### src/rtl/fp_pkg.sv
// Shared floating-point adder definitions: exponent FSM states, default widths
// and the denormal effective-exponent rule used by the unpack and exponent logic.
package fp_pkg;

    typedef enum logic [1:0] {
        S_IDLE  = 2'd0,
        S_ALIGN = 2'd1,
        S_NORM  = 2'd2,
        S_DONE  = 2'd3
    } expo_state_t;

    localparam int EW_DEF    = 8;
    localparam int SW_DEF    = 5;
    localparam int SHMAX_DEF = 27;

    // Wide enough for fp32 and fp64 exponents; callers extend/truncate to their width.
    localparam int EXP_MAXW  = 16;

    // A zero (denormal) exponent behaves as exponent 1 for alignment.
    function automatic logic [EXP_MAXW-1:0] eff_exp(input logic [EXP_MAXW-1:0] e);
        return (e == '0) ? EXP_MAXW'(1) : e;
    endfunction

endpackage

### src/rtl/expo_cmp.sv
// Combinational exponent compare: larger raw exponent, swap decision and the
// saturated alignment shift derived from the effective exponents.
module expo_cmp
    import fp_pkg::*;
#(
    parameter int EW    = EW_DEF,
    parameter int SW    = SW_DEF,
    parameter int SHMAX = SHMAX_DEF
) (
    input  logic [EW-1:0] ea,
    input  logic [EW-1:0] eb,
    output logic [EW-1:0] max_e,
    output logic          swap,
    output logic [SW-1:0] shift
);

    localparam logic [EW-1:0] SHMAX_E = EW'(SHMAX);

    logic [EW-1:0] ea_eff;
    logic [EW-1:0] eb_eff;
    logic [EW-1:0] diff;

    always_comb begin
        ea_eff = EW'(eff_exp(EXP_MAXW'(ea)));
        eb_eff = EW'(eff_exp(EXP_MAXW'(eb)));
        max_e  = (eb > ea) ? eb : ea;
        swap   = (eb_eff > ea_eff);
        diff   = swap ? (eb_eff - ea_eff) : (ea_eff - eb_eff);
        shift  = (diff > SHMAX_E) ? SW'(SHMAX) : SW'(diff);
    end

endmodule

### src/rtl/expo_ctrl.sv
// Exponent control for the FP adder: loads the larger exponent, publishes the
// alignment shift, then applies saturating normalisation steps.
module expo_ctrl
    import fp_pkg::*;
#(
    parameter int EW    = EW_DEF,
    parameter int SW    = SW_DEF,
    parameter int SHMAX = SHMAX_DEF
) (
    input  logic          clk,
    input  logic          reset,
    input  logic          ldex,
    input  logic [EW-1:0] ea,
    input  logic [EW-1:0] eb,
    input  logic          ince,
    input  logic          dece,
    input  logic [SW-1:0] amt,
    input  logic          fin,
    output logic [EW-1:0] out_expo,
    output logic [SW-1:0] shift,
    output logic          swap,
    output logic          shift_valid,
    output logic          busy,
    output logic          out_valid,
    output logic          ovf,
    output logic          unf,
    output logic          special
);

    localparam logic [EW-1:0] EMAX   = '1;
    localparam logic [EW:0]   EMAX_X = {1'b0, EMAX};

    expo_state_t   state_q, state_d;
    logic [EW-1:0] expo_q, expo_d;
    logic [SW-1:0] shift_q, shift_d;
    logic          swap_q, swap_d;
    logic          ovf_q, ovf_d;
    logic          unf_q, unf_d;
    logic          special_q, special_d;

    logic [EW-1:0] cmp_max;
    logic          cmp_swap;
    logic [SW-1:0] cmp_shift;
    logic [EW:0]   sum;
    logic [EW:0]   amt_x;
    logic          load;

    expo_cmp #(.EW(EW), .SW(SW), .SHMAX(SHMAX)) u_cmp (
        .ea    (ea),
        .eb    (eb),
        .max_e (cmp_max),
        .swap  (cmp_swap),
        .shift (cmp_shift)
    );

    always_ff @(posedge clk or posedge reset) begin
        if (reset) begin
            state_q   <= S_IDLE;
            expo_q    <= '0;
            shift_q   <= '0;
            swap_q    <= 1'b0;
            ovf_q     <= 1'b0;
            unf_q     <= 1'b0;
            special_q <= 1'b0;
        end else begin
            state_q   <= state_d;
            expo_q    <= expo_d;
            shift_q   <= shift_d;
            swap_q    <= swap_d;
            ovf_q     <= ovf_d;
            unf_q     <= unf_d;
            special_q <= special_d;
        end
    end

    assign load = ldex && ((state_q == S_IDLE) || (state_q == S_DONE));

    always_comb begin
        state_d = state_q;
        case (state_q)
            S_IDLE:  if (ldex) state_d = S_ALIGN;
            S_ALIGN: state_d = special_q ? S_DONE : S_NORM;
            S_NORM:  if (fin) state_d = S_DONE;
            S_DONE:  state_d = ldex ? S_ALIGN : S_IDLE;
            default: state_d = S_IDLE;
        endcase
    end

    // Sum and compare in EW+1 bits so the carry out of the increment is visible.
    always_comb begin
        expo_d    = expo_q;
        shift_d   = shift_q;
        swap_d    = swap_q;
        ovf_d     = ovf_q;
        unf_d     = unf_q;
        special_d = special_q;
        amt_x     = (EW+1)'(amt);
        sum       = {1'b0, expo_q} + amt_x;
        if (load) begin
            expo_d    = cmp_max;
            shift_d   = cmp_shift;
            swap_d    = cmp_swap;
            ovf_d     = 1'b0;
            unf_d     = 1'b0;
            special_d = (ea == EMAX) || (eb == EMAX);
        end else if (state_q == S_NORM) begin
            if (ince) begin
                if (amt != '0) begin
                    if (sum >= EMAX_X) begin
                        expo_d = EMAX;
                        ovf_d  = 1'b1;
                    end else begin
                        expo_d = sum[EW-1:0];
                    end
                end
            end else if (dece && (amt != '0)) begin
                if ({1'b0, expo_q} <= amt_x) begin
                    expo_d = '0;
                    unf_d  = 1'b1;
                end else begin
                    expo_d = expo_q - EW'(amt);
                end
            end
        end
    end

    always_comb begin
        shift_valid = (state_q == S_ALIGN);
        out_valid   = (state_q == S_DONE);
        busy        = (state_q != S_IDLE);
        out_expo    = expo_q;
        shift       = shift_q;
        swap        = swap_q;
        ovf         = ovf_q;
        unf         = unf_q;
        special     = special_q;
    end

endmodule

### config.mk
export PLATFORM = sky130hd
export DESIGN_NAME = expo_ctrl
export DESIGN_NICKNAME = d
export VERILOG_FILES = /design/src/rtl/fp_pkg.sv /design/src/rtl/expo_cmp.sv /design/src/rtl/expo_ctrl.sv
export SDC_FILE = /design/constraint.sdc
export NUM_CORES = 1
export LEC_CHECK = 0
export CORE_ASPECT_RATIO = 2
export CORE_MARGIN = 3
export CORE_UTILIZATION = 40
export CTS_BUF_LIST = sky130_fd_sc_hd__clkbuf_2
export CTS_CLUSTER_DIAMETER = 80
export DETAILED_ROUTE_END_ITERATION = 6
export GPL_TIMING_DRIVEN = 0
export HOLD_SLACK_MARGIN = 0.12
export PLACE_DENSITY_LB_ADDON = 0.08
export SYNTH_ARGS = -nofsm -noshare
export SYNTH_HDL_FRONTEND = slang
export SYNTH_SLANG_ARGS = --single-unit
### constraint.sdc
create_clock -name clk -period 3.7 [get_ports clk]
set_clock_uncertainty 0.2 [all_clocks]
set_input_delay 0.555 -clock clk [delete_from_list [all_inputs] [get_ports clk]]
set_output_delay 0.555 -clock clk [all_outputs]
set_load 0.05 [all_outputs]
## Word-level counts from Yosys, hierarchy flattened

Cells that the tools add are included.

- Add/sub/neg operators: 4
- Magnitude comparators: 5
- Equal/unequal tests: 9
- Muxes and demuxes: 27
- Reduce and logical (&&, ||, !) cells: 20

Operators with widths:

| operator | count |
|---|---|
| 2-to-1 mux 8 bit | 11 |
| equality test 8 bit (second input constant) | 2 |
| > comparator 8 bit | 2 |
| zero test 8 bit | 2 |
| subtractor 8 bit | 2 |
| nonzero test 2 bit | 7 |
| 2-to-1 mux 1 bit | 12 |
| adder 8 x 5 -> 9 bit | 1 |
| >= comparator 9 x 8 -> 1 bit (second input constant) | 1 |
| > comparator 8 x 5 -> 1 bit (second input constant) | 1 |
| <= comparator 8 x 5 -> 1 bit | 1 |
| one-hot mux 2 bit (4 select lines) | 1 |
| AND reduction 4 bit | 2 |
| subtractor 8 x 5 -> 8 bit | 1 |
| 2-to-1 mux 5 bit | 1 |
| nonzero test 5 bit | 1 |
| equality test 2 bit (second input constant) | 2 |
| 2-to-1 mux 2 bit | 2 |
| != test 2 bit (second input constant) | 2 |
| != test 3 x 1 -> 1 bit (second input constant) | 1 |
| AND reduction 3 bit | 1 |
| nonzero test 3 bit | 1 |
| equality test 2 x 1 -> 1 bit (second input constant) | 1 |
| logical AND 1 bit | 2 |
| 4 further kinds | 5 |

- Bits in registers: 19
- Input port bits: 27
- Output and inout bits: 20
- Logic and storage cells: 72

## Depth between registers and ports, before layout

- Depth in word-level cells: 7
- Mapped depth: 14
- Gate-level depth less buffers: 14

## Modules after synthesis

Synthesis repeated with hierarchy kept, for this count alone.

- Cell total of the unflattened synthesis: 367
- Area, all modules: 2994.1 µm²

Modules (own cells, without submodules):

| module | instances | cells an instance | area each (µm²) |
|---|---|---|---|
| expo_ctrl | 1 | 197 | 1734.2 |
| expo_cmp | 1 | 170 | 1260.0 |

## Worst setup path after synthesis

Ideal clock, no wire load.

- Path type: input-to-reg
- From: input ea[4]
- To: register shift_q[2], in the netlist shift[2]
- Setup time: 122 ps
- Arrival: 2718 ps
- Required time: 3378 ps
- Setup slack: 660 ps
- Stages on the path: 12
- Cell sequence: nor4_1 a21o_1 ha_1 inv_1 fa_1 nand3_1 a21oi_1 o21ai_4 mux2i_1 xor2_1 nand2_1 a32o_1

- Cells in the longest elaborated chain, start to end: 6

RTL lines:

| item | line | RTL |
|---|---|---|
| from (decl) | expo_ctrl.sv:13 | `input logic [EW-1:0] ea,` |
| zero test 8 bit | fp_pkg.sv:21 | `return (e == '0) ? EXP_MAXW'(1) : e;` |
| 2-to-1 mux 8 bit (*) | fp_pkg.sv:21 |  |
| subtractor 8 bit / > comparator 8 bit (equally long branches) | expo_cmp.sv:28, expo_cmp.sv:27 |  |
| 2-to-1 mux 8 bit (*) | expo_cmp.sv:28 | `diff = swap ? (eb_eff - ea_eff) : (ea_eff - eb_eff);` |
| > comparator 8 x 5 -> 1 bit | expo_cmp.sv:29 | `shift = (diff > SHMAX_E) ? SW'(SHMAX) : SW'(diff);` |
| 2-to-1 mux 5 bit (*) | expo_cmp.sv:29 |  |
| to (signal assigned) | expo_ctrl.sv:68 | `shift_q <= shift_d;` |
| to (decl) | expo_ctrl.sv:35 | `logic [SW-1:0] shift_q, shift_d;` |

Every way passes the cells marked *; elsewhere a longest branch is shown, timed or not.
A chain may end at the register's enable or synchronous reset.

## Worst setup path after layout

- From: input ea[4]
- To: register shift_q[1], in the netlist shift[1]

The elaborated chain is that of the path after synthesis.

==> reports/metrics.cfg <==
[synthesis]
syn_avg_cell_area_sq_um=7.80
yosysTopAreaCell=dfrtp_1
synth.yosys.seq_area_share=0.178
synth-edff-count=0
yosysWarnings=0
yosysUniqueCellTypes=57
yosys-top-cells-area=dfrtp_1, ha_1, inv_1
ys_ff_latch=19
synthFlopType=dfrtp_1
synth_top_area_frac=0.178
synth_area_sq_mm=0.00267
syn_inst=342
synth_nets=411
synthArstFlopShare=1.00

[final_layout]
final_common_cell=clkdlybuf4s50_1
fin_nets=464
postLayoutCoreUtil=0.511
fin_cells=481
post-route-cell-area_sq_mm=0.00328
final_cell_mix=clkdlybuf4s50_1, inv_1, ha_1, nand2_1
syn_to_final_growth_pct=22.9
drive_above_1_share=0.0533

[global_route]
antenna_found_initial=1
grt_pass1_wl_mm=12.7
grt-ovfl-total=0
track_usage=0.207
grt_max_degree=20
grt_pass1_vias=2727

[placement]
place_ws_ns=-0.353
gp_congestion=0.895
place_area_sq_mm=0.00324
port_buffers=46
dp_cells=474
dp_hpwl_mm=6.35

[critical_path]
worstPathCellList=clkdlybuf4s50_1 -> nor4_2 -> a21o_1 -> ha_1 -> inv_1 -> fa_1 -> nand3_1 -> a21oi_1 -> o21ai_4 -> buf_4 -> mux2i_1 -> xnor2_1 -> nand3_1 -> a31oi_1
end_kind=flop
critPathBufInv=3
slowest_delay_ns=0.52
arrival_ns=3.66
cp_common_cell=nand3_1
required_ns=3.78
startpoint_type=input port
path_class=in -> reg
cp_max_fo=6
cpMaxStageDelayCell=clkdlybuf4s50_1
crit_family=compound AO/OA/AOI/OAI gates

[routing]
viasPerCell=5.50
vias=2644
avgRoutedWirePerCell_um=15.6
postRouteAntennaNets=0
drt_iter0_drc=136
routed_wl_mm=7.49
drc=0
first_pass_iters=6

[power_and_ir_drop]
clkPwrFrac=0.045
internal-power_uw=958
power.switching_uw=1200
max-vdd-ir-drop_mv=0.183
combPwrFrac=0.782
seq_power_share=0.173
p_leak_uw=0.00147
power.density_mw_per_mm2=658
swShare=0.556

[die]
floorplan.die_area_sq_mm=0.00774
fp.dieH_um=121
top_level_ports=47
die_w_um=63.7
core_area_sq_mm=0.00641
start_util=0.416
rows=41

[job]
cap_violations=0

[clocking]
root_buffer=clkbuf_2
cts_tree=built
cts_sinks=19
numCtsBuffers=3
ctsLongestPathBuffers=2
clk_pin_slew_ns=0.19
cts_max_level=1
cts-hold-fix-buffers=0
clkLatencyLatePin_ns=0.34

[sta]
period_needed_ns=3.59
drv_slew=0
relSlewSlack=0.484
timing.final.crit_share=0.969
tightest_slew_ns=0.774
hold_viol_final=0
fmax_ghz=0.279
fin_tns_setup_ns=0
finalSetupViolCount=0
setup_ws_ns=0.114

[outcome]
outcome=finished, final reports clean

[min_path]
hp-class=reg -> reg

-- cell type report --
cell class | instances | area, sq um
multi-input combinational | 257 | 1940
tap | 86 | 108
buffer | 24 | 104
sequential | 19 | 475
clock buffer | 3 | 15.0
antenna | 1 | 2.50
timing repair buffer | 48 | 475
clock inverter | 1 | 5.00
fill | 681 | 3130
inverter | 42 | 158
-- synthesized netlist by cell type, types with 3 or more instances --
| master | count |
|---|---|
| o22a_1 | 4 |
| a21o_1 | 3 |
| nand4_1 | 10 |
| a31oi_1 | 7 |
| inv_1 | 42 |
| nor2_1 | 21 |
| nand2_1 | 27 |
| o31ai_1 | 3 |
| clkbuf_1 | 19 |
| mux2i_1 | 14 |
| dfrtp_1 | 19 |
| nor4_1 | 3 |
| a21oi_1 | 21 |
| nor2b_1 | 5 |
| o22ai_1 | 3 |
| ha_1 | 38 |
| fa_1 | 4 |
| nand3_1 | 8 |
| xnor2_1 | 4 |
| nor3_1 | 8 |
| o21a_1 | 12 |
| o21ai_0 | 17 |
| nand2b_1 | 3 |
-- power by group through the flow --
stage	combinational, uW	sequential [uW]	clock [uW]
3_5_place_dp	1680	382	0
4_1_cts	1680	376	104
3_3_place_gp	1670	378	0
2_1_floorplan	961	616	0
6_report	1690	374	96.9
5_1_grt	1850	390	109
-- sequential cells by signal, indices dropped and copies added (netlist names) --
| signal | cells |
|---|---|
| out_expo | 8 |
| swap | 1 |
| special | 1 |
| unf | 1 |
| shift | 5 |
| ovf | 1 |
| state_q | 2 |
-- layer usage --
metal,wire (um),up-vias,global-route usage
li1,-,1322,-
met1,2620,1236,0.199
met2,4460,72,0.421
met3,209,14,0.0158
met4,207,0,0.100
met5,0,-,0
-- timing repair --
item	4_1_cts	5_1_grt
hold endpoints to repair	0	0
resized for setup	0	1
setup buffers	0	2
endpoints found under the setup margin	0	5
-- cells by family (layout without fill, tap and decap cells) --
family          Yosys count  in the layout  share of synthesized area
compound gates          101            101                      0.265
simple gates             92             92                      0.170
buf+inv                  66            118                     0.0980
fa+ha+maj                42             42                      0.208
flops                    19             19                      0.178
mux                      16             16                     0.0610
xor+xnor                  6              6                     0.0197
other cells               0              1                          0
-- worst paths after layout --
path                                   from           to  slack, ns  cells past startpoint
worst max-delay path                  ea[4]     shift[1]       0.11                     14
worst min-delay path                   swap         swap       0.32                      2
worst max register to register  out_expo[0]  out_expo[2]       0.70                     11
worst min register to register         swap         swap       0.32                      2
max in group asynchronous             reset  out_expo[0]       2.41                      2
min in group asynchronous             reset          ovf       0.41                      2
-- worst min-delay path, cell delays in order (launching register included) --
cell and delay [ns]:
dfrtp_1 0.39, nand2_1 0.05, o21ai_0 0.06
-- metrics by stage --
stage,total power (uW),hold WS [ns]
final,2160,0.321
after global routing,2340,0.371
after CTS,2160,0.328
after detailed placement,2060,0.287
after global placement,2040,0.283
after floorplan,1580,0.306
Power figures use the tool's default switching activity.
